--- src/rtl/neuron_pkg.sv ---
// Shared types and defaults for the neuron sequencer: operand type, FSM states, ReLU helper.
package neuron_pkg;

    typedef logic signed [7:0] data_t;

    typedef enum logic [2:0] {
        StLoad,
        StClear,
        StRun,
        StDrain,
        StOut
    } state_t;

    localparam int unsigned DEPTH_DEF   = 8;
    localparam int unsigned ACC_LAT_DEF = 2;

    function automatic data_t relu(input data_t v);
        return v[7] ? data_t'(0) : v;
    endfunction

endpackage

--- src/rtl/neuron_sequencer_if.sv ---
// Input/accumulator/output signal bundle between the sequencer (slave) and its environment (master).
interface neuron_sequencer_if
    import neuron_pkg::*;
();
    logic  in_valid;
    logic  in_ready;
    data_t in_x;
    data_t in_w;
    logic  in_last;
    data_t bias_in;
    logic  acc_clr;
    logic  acc_en;
    data_t acc_x;
    data_t acc_w;
    data_t acc_bias;
    data_t acc_accu;
    logic  out_valid;
    logic  out_ready;
    data_t out_data;

    modport master (
        output in_valid, in_x, in_w, in_last, bias_in, acc_accu, out_ready,
        input  in_ready, acc_clr, acc_en, acc_x, acc_w, acc_bias, out_valid, out_data
    );

    modport slave (
        input  in_valid, in_x, in_w, in_last, bias_in, acc_accu, out_ready,
        output in_ready, acc_clr, acc_en, acc_x, acc_w, acc_bias, out_valid, out_data
    );
endinterface

--- src/rtl/pair_buffer.sv ---
// DEPTH-entry {x, w} store: one synchronous write port, one combinational indexed read port.
module pair_buffer
    import neuron_pkg::*;
#(
    parameter int unsigned DEPTH = DEPTH_DEF,
    parameter int unsigned AW    = 3
) (
    input  logic          clk,
    input  logic          i_wr_en,
    input  logic [AW-1:0] i_wr_addr,
    input  data_t         i_wr_x,
    input  data_t         i_wr_w,
    input  logic [AW-1:0] i_rd_addr,
    output data_t         o_rd_x,
    output data_t         o_rd_w
);
    data_t r_mem_x [DEPTH];
    data_t r_mem_w [DEPTH];

    always_ff @(posedge clk) begin
        if (i_wr_en) begin
            r_mem_x[i_wr_addr] <= i_wr_x;
            r_mem_w[i_wr_addr] <= i_wr_w;
        end
    end

    assign o_rd_x = r_mem_x[i_rd_addr];
    assign o_rd_w = r_mem_w[i_rd_addr];
endmodule

--- src/rtl/neuron_sequencer.sv ---
// Buffers input/weight pairs, replays them into an external accumulator, returns the result.
// Define NEURON_SEQ_RELU_EN to clamp negative results to zero.
module neuron_sequencer
    import neuron_pkg::*;
#(
    parameter int unsigned DEPTH   = DEPTH_DEF,
    parameter int unsigned ACC_LAT = ACC_LAT_DEF
) (
    input logic              clk,
    input logic              rst,
    neuron_sequencer_if.slave bus
);
    localparam int unsigned AW = (DEPTH > 1) ? $clog2(DEPTH) : 1;
    localparam int unsigned CW = $clog2(DEPTH + 1);
    localparam int unsigned DW = (ACC_LAT > 1) ? $clog2(ACC_LAT) : 1;
    localparam logic [CW-1:0] DEPTH_C    = CW'(DEPTH);
    localparam logic [DW-1:0] DRAIN_LAST = DW'(ACC_LAT - 1);

    state_t          r_state;
    logic [CW-1:0]   r_count;
    logic [CW-1:0]   r_idx;
    logic [DW-1:0]   r_drain;
    data_t           r_bias;
    logic            r_in_ready;
    logic            r_acc_clr;
    logic            r_acc_en;
    data_t           r_acc_x;
    data_t           r_acc_w;
    data_t           r_acc_bias;
    logic            r_out_valid;
    data_t           r_out_data;

    logic            w_accept;
    logic [CW-1:0]   w_count_inc;
    data_t           w_rd_x;
    data_t           w_rd_w;
    data_t           w_act;

    assign w_accept    = (r_state == StLoad) && r_in_ready && bus.in_valid;
    assign w_count_inc = r_count + CW'(1);

`ifdef NEURON_SEQ_RELU_EN
    assign w_act = relu(bus.acc_accu);
`else
    assign w_act = bus.acc_accu;
`endif

    pair_buffer #(
        .DEPTH (DEPTH),
        .AW    (AW)
    ) u_pair_buffer (
        .clk       (clk),
        .i_wr_en   (w_accept),
        .i_wr_addr (r_count[AW-1:0]),
        .i_wr_x    (bus.in_x),
        .i_wr_w    (bus.in_w),
        .i_rd_addr (r_idx[AW-1:0]),
        .o_rd_x    (w_rd_x),
        .o_rd_w    (w_rd_w)
    );

    always_ff @(posedge clk or posedge rst) begin
        if (rst) begin
            r_state     <= StLoad;
            r_count     <= '0;
            r_idx       <= '0;
            r_drain     <= '0;
            r_bias      <= '0;
            r_in_ready  <= 1'b1;
            r_acc_clr   <= 1'b0;
            r_acc_en    <= 1'b0;
            r_acc_x     <= '0;
            r_acc_w     <= '0;
            r_acc_bias  <= '0;
            r_out_valid <= 1'b0;
            r_out_data  <= '0;
        end else begin
            case (r_state)
                StLoad: begin
                    if (w_accept) begin
                        r_count <= w_count_inc;
                        // A full buffer closes the evaluation even without in_last.
                        if (bus.in_last || (w_count_inc == DEPTH_C)) begin
                            r_bias     <= bus.bias_in;
                            r_in_ready <= 1'b0;
                            r_acc_clr  <= 1'b1;
                            r_idx      <= '0;
                            r_state    <= StClear;
                        end
                    end
                end
                StClear: begin
                    r_acc_clr  <= 1'b0;
                    r_acc_en   <= 1'b1;
                    r_acc_x    <= w_rd_x;
                    r_acc_w    <= w_rd_w;
                    r_acc_bias <= r_bias;
                    r_idx      <= CW'(1);
                    r_state    <= StRun;
                end
                StRun: begin
                    if (r_idx < r_count) begin
                        r_acc_x    <= w_rd_x;
                        r_acc_w    <= w_rd_w;
                        r_acc_bias <= '0;
                        r_idx      <= r_idx + CW'(1);
                    end else begin
                        r_acc_en   <= 1'b0;
                        r_acc_x    <= '0;
                        r_acc_w    <= '0;
                        r_acc_bias <= '0;
                        r_drain    <= '0;
                        r_state    <= StDrain;
                    end
                end
                StDrain: begin
                    if (r_drain == DRAIN_LAST) begin
                        r_out_data  <= w_act;
                        r_out_valid <= 1'b1;
                        r_state     <= StOut;
                    end else begin
                        r_drain <= r_drain + DW'(1);
                    end
                end
                StOut: begin
                    if (bus.out_ready) begin
                        r_out_valid <= 1'b0;
                        r_count     <= '0;
                        r_in_ready  <= 1'b1;
                        r_state     <= StLoad;
                    end
                end
                default: r_state <= StLoad;
            endcase
        end
    end

    assign bus.in_ready  = r_in_ready;
    assign bus.acc_clr   = r_acc_clr;
    assign bus.acc_en    = r_acc_en;
    assign bus.acc_x     = r_acc_x;
    assign bus.acc_w     = r_acc_w;
    assign bus.acc_bias  = r_acc_bias;
    assign bus.out_valid = r_out_valid;
    assign bus.out_data  = r_out_data;
endmodule

--- src/flat_wrapper.sv ---
// flat-port wrapper written by rule: the top's interface ports become plain ports
module neuron_sequencer_flat import neuron_pkg::*;
#(
    parameter int unsigned DEPTH   = DEPTH_DEF,
    parameter int unsigned ACC_LAT = ACC_LAT_DEF
)
  (clk, rst, bus_in_valid, bus_in_x, bus_in_w, bus_in_last, bus_bias_in, bus_acc_accu, bus_out_ready, bus_in_ready, bus_acc_clr, bus_acc_en, bus_acc_x, bus_acc_w, bus_acc_bias, bus_out_valid, bus_out_data);
  neuron_sequencer_if bus_i ();
  input logic clk;
  input logic rst;
  input wire logic [$bits(bus_i.in_valid)-1:0] bus_in_valid;
  input wire logic [$bits(bus_i.in_x)-1:0] bus_in_x;
  input wire logic [$bits(bus_i.in_w)-1:0] bus_in_w;
  input wire logic [$bits(bus_i.in_last)-1:0] bus_in_last;
  input wire logic [$bits(bus_i.bias_in)-1:0] bus_bias_in;
  input wire logic [$bits(bus_i.acc_accu)-1:0] bus_acc_accu;
  input wire logic [$bits(bus_i.out_ready)-1:0] bus_out_ready;
  output wire logic [$bits(bus_i.in_ready)-1:0] bus_in_ready;
  output wire logic [$bits(bus_i.acc_clr)-1:0] bus_acc_clr;
  output wire logic [$bits(bus_i.acc_en)-1:0] bus_acc_en;
  output wire logic [$bits(bus_i.acc_x)-1:0] bus_acc_x;
  output wire logic [$bits(bus_i.acc_w)-1:0] bus_acc_w;
  output wire logic [$bits(bus_i.acc_bias)-1:0] bus_acc_bias;
  output wire logic [$bits(bus_i.out_valid)-1:0] bus_out_valid;
  output wire logic [$bits(bus_i.out_data)-1:0] bus_out_data;
  assign bus_i.in_valid = bus_in_valid;
  assign bus_i.in_x = bus_in_x;
  assign bus_i.in_w = bus_in_w;
  assign bus_i.in_last = bus_in_last;
  assign bus_i.bias_in = bus_bias_in;
  assign bus_i.acc_accu = bus_acc_accu;
  assign bus_i.out_ready = bus_out_ready;
  assign bus_in_ready = bus_i.in_ready;
  assign bus_acc_clr = bus_i.acc_clr;
  assign bus_acc_en = bus_i.acc_en;
  assign bus_acc_x = bus_i.acc_x;
  assign bus_acc_w = bus_i.acc_w;
  assign bus_acc_bias = bus_i.acc_bias;
  assign bus_out_valid = bus_i.out_valid;
  assign bus_out_data = bus_i.out_data;
  neuron_sequencer #(.DEPTH(DEPTH), .ACC_LAT(ACC_LAT)) u_core (.clk(clk), .rst(rst), .bus(bus_i));
endmodule
--- config.mk ---
export PLATFORM = sky130hd
export DESIGN_NAME = neuron_sequencer_flat
export DESIGN_NICKNAME = d
export VERILOG_FILES = /design/src/rtl/neuron_pkg.sv /design/src/rtl/neuron_sequencer_if.sv /design/src/rtl/pair_buffer.sv /design/src/rtl/neuron_sequencer.sv /design/src/flat_wrapper.sv
export SDC_FILE = /design/constraint.sdc
export NUM_CORES = 1
export LEC_CHECK = 0
export ABC_AREA = 1
export CAP_MARGIN = 15
export CORE_ASPECT_RATIO = 1.1
export CORE_MARGIN = 5
export CORE_UTILIZATION = 52
export CTS_BUF_LIST = sky130_fd_sc_hd__clkbuf_4
export DETAILED_ROUTE_END_ITERATION = 10
export PLACE_DENSITY = 0.73
export SYNTH_ARGS = -nofsm -noshare
export SYNTH_HDL_FRONTEND = slang
export SYNTH_SLANG_ARGS = --single-unit
--- constraint.sdc ---
create_clock -name clk -period 7.7 [get_ports clk]
set_input_delay 1.925 -clock clk [delete_from_list [all_inputs] [get_ports clk]]
set_output_delay 1.925 -clock clk [all_outputs]
set_load 0.1 [all_outputs]
# Word level (Yosys, flattened, before mapping)
# Memories as Yosys holds them, arrays and structs flattened.
# Index checks and enable logic that the tools add are counted.
# totals
regBits,56
latch_bits,0
mem_bits_rw,128
romBits,0
in_bits,37
output_inout_bits,36
mem_count,2
# mem_list
name,depth,width,read_ports,rd_clocked_by_memory_dff,wr,line,rtl
u_core.u_pair_buffer.r_mem_w,8,8,1,0,1,pair_buffer.sv:18,data_t r_mem_w [DEPTH];
u_core.u_pair_buffer.r_mem_x,8,8,1,0,1,pair_buffer.sv:17,data_t r_mem_x [DEPTH];
# classes
add_sub_neg,3
multipliers,0
div,0
order_cmp,1
eq_ne,11
shift,0
muxes,34
bitwise,0
n_reduce_logical,20
# op_table
operator,n
8-bit case mux with 2 select lines,3
4-bit two-way mux,5
8-bit two-way mux,2
3-bit two-way mux,5
3-bit case mux with 5 select lines,1
4-bit case mux with 3 select lines,1
3-bit AND reduction,4
1-bit two-way mux,11
1-bit case mux with 2 select lines,5
2-bit nonzero test,5
"4-bit by 1-bit adder with 4-bit output, second input constant",2
"2-bit inequality test, second input constant",4
4-bit case mux with 2 select lines,1
4-bit AND reduction,2
"3-bit by 2-bit == test with 1-bit output, second input constant",2
2-bit AND reduction,3
5-bit AND reduction,1
"4-bit == test, second input constant",1
4-bit less-than comparator,1
"2-bit by 1-bit inequality test with 1-bit output, second input constant",2
"3-bit by 1-bit == test with 1-bit output, second input constant",1
"3-bit == test, second input constant",1
3-bit zero test,1
3-bit nonzero test,1
3 further kinds,4

# Logic depth before layout (Yosys ltp)
# depth
depth_word,6
ltp_mapped,11
ltp_nobuf,10

# Hierarchy
# Synthesis repeated with hierarchy kept, for this count alone.
# unflattened
hier_cells,846
hier_area_um2,8187.9
# by_module_without_submodules
module,n_inst,cells_per_inst,area_per_inst_um2,seq_area_each_um2
pair_buffer,1,571,5669.2,3843.7
neuron_sequencer,1,275,2518.7,1402.6

# Worst setup path before layout
# OpenSTA, ideal clock, no wires.
# synth_timing
path_type,input to register
start,in bus_in_valid
end,"mem u_core.u_pair_buffer.r_mem_w[3][0] (netlist name), enable pin"
arrival_ps,3856
required_ps,7270
path_slack_ps,3414
cell_stages,4
path_buffers,0
path_cell_list,nand2_1 > nor2_4 > inv_1 > nor4_1
# synth_via
elab_chain_len,3
# synth_rtl
item,line,rtl
"start, declared",flat_wrapper.sv:11,input wire logic [$bits(bus_i.in_valid)-1:0] bus_in_valid;
1-bit logical AND,neuron_sequencer.sv:39,assign w_accept = (r_state == StLoad) && r_in_ready && bus.in_valid;
1-bit two-way mux,pair_buffer.sv:21,if (i_wr_en) begin
1-bit two-way mux (not written as such),pair_buffer.sv:23,r_mem_w[i_wr_addr] <= i_wr_w;
"end, declared",pair_buffer.sv:18,
# No other way between the ends.

# Worst setup path after layout
# layout_timing
start,reg u_core.r_in_ready (netlist: u_core.bus.in_ready)
end,out bus_in_ready
# layout_rtl
item,line,rtl
"start, declared",neuron_sequencer.sv:24,logic r_in_ready;
"start signal, assigned",neuron_sequencer.sv:69,r_in_ready <= 1'b1;
"start signal, assigned",neuron_sequencer.sv:85,r_in_ready <= 1'b0;
"start signal, assigned",neuron_sequencer.sv:129,r_in_ready <= 1'b1;
"end, declared",flat_wrapper.sv:18,output wire logic [$bits(bus_i.in_ready)-1:0] bus_in_ready;
# No word-level cell between the ends.

==> impl_metrics.csv <==
group,metric,value,unit
worst_setup_path,worstSetupPathType,"flip-flop to output pin",
final_layout,drive_gt1_frac,0.08678,
worst_setup_path,critPathArrivalTime,2250,ps
yosys,ys_seq_area_frac,0.7044,
global_route,grt_max_degree,70,
sta,fin_ws,3529,ps
floorplanning,die_h,135.5,um
global_route,overflow,0,
floorplanning,ios,73,
clocking,clock-root-buffer,"clkbuf_4",
worst_setup_path,cp.depth,1,
global_route,antenna_found_initial,0,
placed_design,dpl.hpwl,10110,um
yosys,synth-async-reset-ratio,0.3043,
sta,fin_crit_sh,0.5416,
worst_setup_path,crit_path_start,"u_core.bus.in_ready",
final_layout,syn_to_final_growth,15.99,%
routing,wl_met3,1105,um
power_and_ir_drop,vdd_drop_max,76.98,uV
final_layout,diodes,0,
routing,totalWireLength,15310,um
floorplanning,initial_core_util,0.5356,
worst_setup_path,slowest_delay,1130,ps
worst_setup_path,reg2reg_slack,5060,ps
placed_design,gp_congestion,0.7845,
clocking,cts_setup_buffers,0,
clocking,cts_htree_levels,4,
global_route,grt_first_pass_wirelength,24550,um
worst_setup_path,critPathCaptureType,"output pin",
routing,dr.pass1.iters,5,
placed_design,port_buffers,72,
worst_setup_path,path_buf_inv,1,
yosys,synth_seq_cells,184,
final_layout,final_cell_area,8640,um2
floorplanning,dieArea,16820,um2
power_and_ir_drop,p_leak,0.003460,uW
sta,fin_setup_tns,0,ps
sta,setup_viol,0,
sta,post-route-min-period,4171,ps
final_layout,fillers,1112,
final_layout,nets,778,
sta,slew_headroom,0.2442,
routing,postRouteAntennaNets,0,
yosys,yosysMostFrequentCell,"nand2_1",
clocking,clkSlewWorstSetupHoldPaths,130,ps
clocking,clk_path_buf_depth,2,
sta,tightestPinTransition,1134,ps
yosys,synth.top_cells.by_count,"nand2_1 (146), edfxtp_1 (128), nor2_1 (106)",
floorplanning,die_w,124.1,um
yosys,synth_top_area_cell,"edfxtp_1",
worst_setup_path,cp_max_fo,3,
clocking,post_cts_resized,0,
power_and_ir_drop,cellPowerDensity,187.3,nW/um2
routing,drt-met1-wl,6654,um
sta,skew,16.06,ps
routing,num_vias,5013,
placed_design,dp_slack,3425,ps
worst_setup_path,crit_slowest_cell,"clkdlybuf4s50_1",
run_status,status,"finished clean",
worst_setup_path,crit_path_start_kind,"flip-flop",
routing,drt_iter0_drc,456,
yosys,synth_top_area_share,0.5160,
floorplanning,num_rows,45,
routing,wl_met2,7409,um
sta,timing.fmax,239.8,MHz
sta,slew_violations,0,
worst_setup_path,critPathRequiredTime,5780,ps
clocking,hold_buffers,0,
global_route,grt_pass1_vias,4868,
worst_setup_path,timing.rr.start,"u_core.r_idx[0]",
global_route,grt_util_all_layers,0.1923,
yosys,synthFlopType,"edfxtp_1",
flow_run,cap_violations,0,
routing,routedWlPerCell,16.34,um
floorplanning,core,13910,um2
clocking,cts_inserted_buffers,17,
yosys,synth.lib_cells_used.distinct,27,
clocking,cts_tree,"built",
placed_design,post_dp_cell_area,8353,um2
yosys,synth_area_leaders,"edfxtp_1 (52%), dfrtp_1 (18%), nand2_1 (7.4%), o21ai_0 (5.4%), nor2_1 (5.3%)",
yosys,syn-cell-area,7448,um2
yosys,yosys_warnings,0,
worst_setup_path,crit_chain,"clkdlybuf4s50_1",
routing,vias_per_cell,5.350,
yosys,netlist_instances,664,
min_path,hold_class,"flip-flop to flip-flop",
clocking,insertion_delay,560,ps
yosys,avgSynthCellArea,11.22,um2
sta,rsz0062_at_grt,"no",
routing,route.top_layer_used,"met4",
worst_setup_path,endpoint,"bus_in_ready",
worst_setup_path,crit_family,"buffers and inverters",
clocking,cts_sinks,184,
routing,post-route-drc-count,0,
yosys,synth_edf_count,128,
worst_setup_path,timing.rr.end,"u_core.r_idx[2]",
worst_setup_path,rr_worst_depth,11,
sta,hold_viol,0,
yosys,synth_nets,706,
worst min-delay path by stage:
stage                        startpoint                  end  slack (ps)  depth (start not counted)
global placement      u_core.bus.acc_en    u_core.bus.acc_en         460                          2
detailed placement  u_core.bus.in_ready  u_core.bus.in_ready         470                          2
CTS                 u_core.bus.in_ready  u_core.bus.in_ready         480                          2
global route        u_core.bus.in_ready  u_core.bus.in_ready         510                          2
floorplan              u_core.r_bias[1]     u_core.r_bias[1]         450                          2
finish              u_core.bus.in_ready  u_core.bus.in_ready         480                          2
kinds of logic after synthesis:
group                      share of synthesized area
buffers and inverters                        0.03460
AOI/OAI and AO/OA                            0.07946
DFF                                           0.7044
adders and majority gates                   0.008399
xor gates and xnor gates                    0.002352
and+or+nand+nor                               0.1587
muxes                                        0.01210
cell usage in the layout, fill, tap and decap left out, types with 2 or more instances in the layout:
master / instances
clkinv_1: 3
clkinv_4: 2
nor2_1: 106
buf_6: 2
bufinv_16: 2
o21ai_0: 81
o21ai_1: 24
mux2_2: 8
edfxtp_1: 128
dfrtp_1: 54
nor2_4: 2
nand2_1: 146
clkbuf_4: 17
clkdlybuf4s50_1: 72
inv_2: 4
nor4_2: 2
nand2_2: 4
nand3_1: 29
nor3_2: 4
clkinvlp_4: 3
inv_1: 24
a22o_1: 6
clkinv_2: 5
buf_4: 7
ha_1: 5
sequential cells by signal, indices dropped and copies added (netlist names), 3 cells and up:
name and count:
u_core.bus.acc_bias 8, u_core.bus.acc_w 8, u_core.bus.acc_x 8, u_core.bus.out_data 8
u_core.r_bias 8, u_core.r_count 4, u_core.r_idx 4, u_core.r_state 3
u_core.u_pair_buffer.r_mem_w 64, u_core.u_pair_buffer.r_mem_x 64
cell type report:
cell class                 count  area [um2]  area share
sequential                   184        5248      0.6074
clock buffer                  17       127.6     0.01477
inverter                      28       105.1     0.01217
tap                          188       235.2     0.02723
clock inverter                15       136.4     0.01579
timing repair buffer          82       810.8     0.09385
multi-input combinational    423        1977      0.2288
worst min-delay path, stage by stage (launching register included):
cell,delay (ps)
dfstp_2,400
nand2_1,60
nand2_1,40
per-layer routing:
| metal | global-route usage | vias up |
|---|---|---|
| met5 | 0 | - |
| met1 | 0.2574 | 2412 |
| met4 | 0.05843 | 0 |
| met2 | 0.3125 | 172 |
| li1 | - | 2412 |
| met3 | 0.04678 | 17 |
power breakdown:
group	leakage (uW)	switching (uW)	internal [uW]
clock	0.000139	312	187
combinational	0.00145	35.4	21.5
sequential	0.00187	0.896	1060
through the flow:
step | hold WS (ps) | cells | total power, uW | utilization
after floorplan | 449.2 | 664 | 1106 | -
after global placement | 456.9 | 902 | 1141 | 0.5996
after detailed placement | 465.7 | 903 | 1142 | 0.6006
after CTS | 484.7 | 935 | 1629 | 0.6196
after global routing | 505.3 | 937 | 1679 | 0.6212
final | 481.5 | 937 | 1618 | 0.6212
Power figures use the tool's default switching activity.
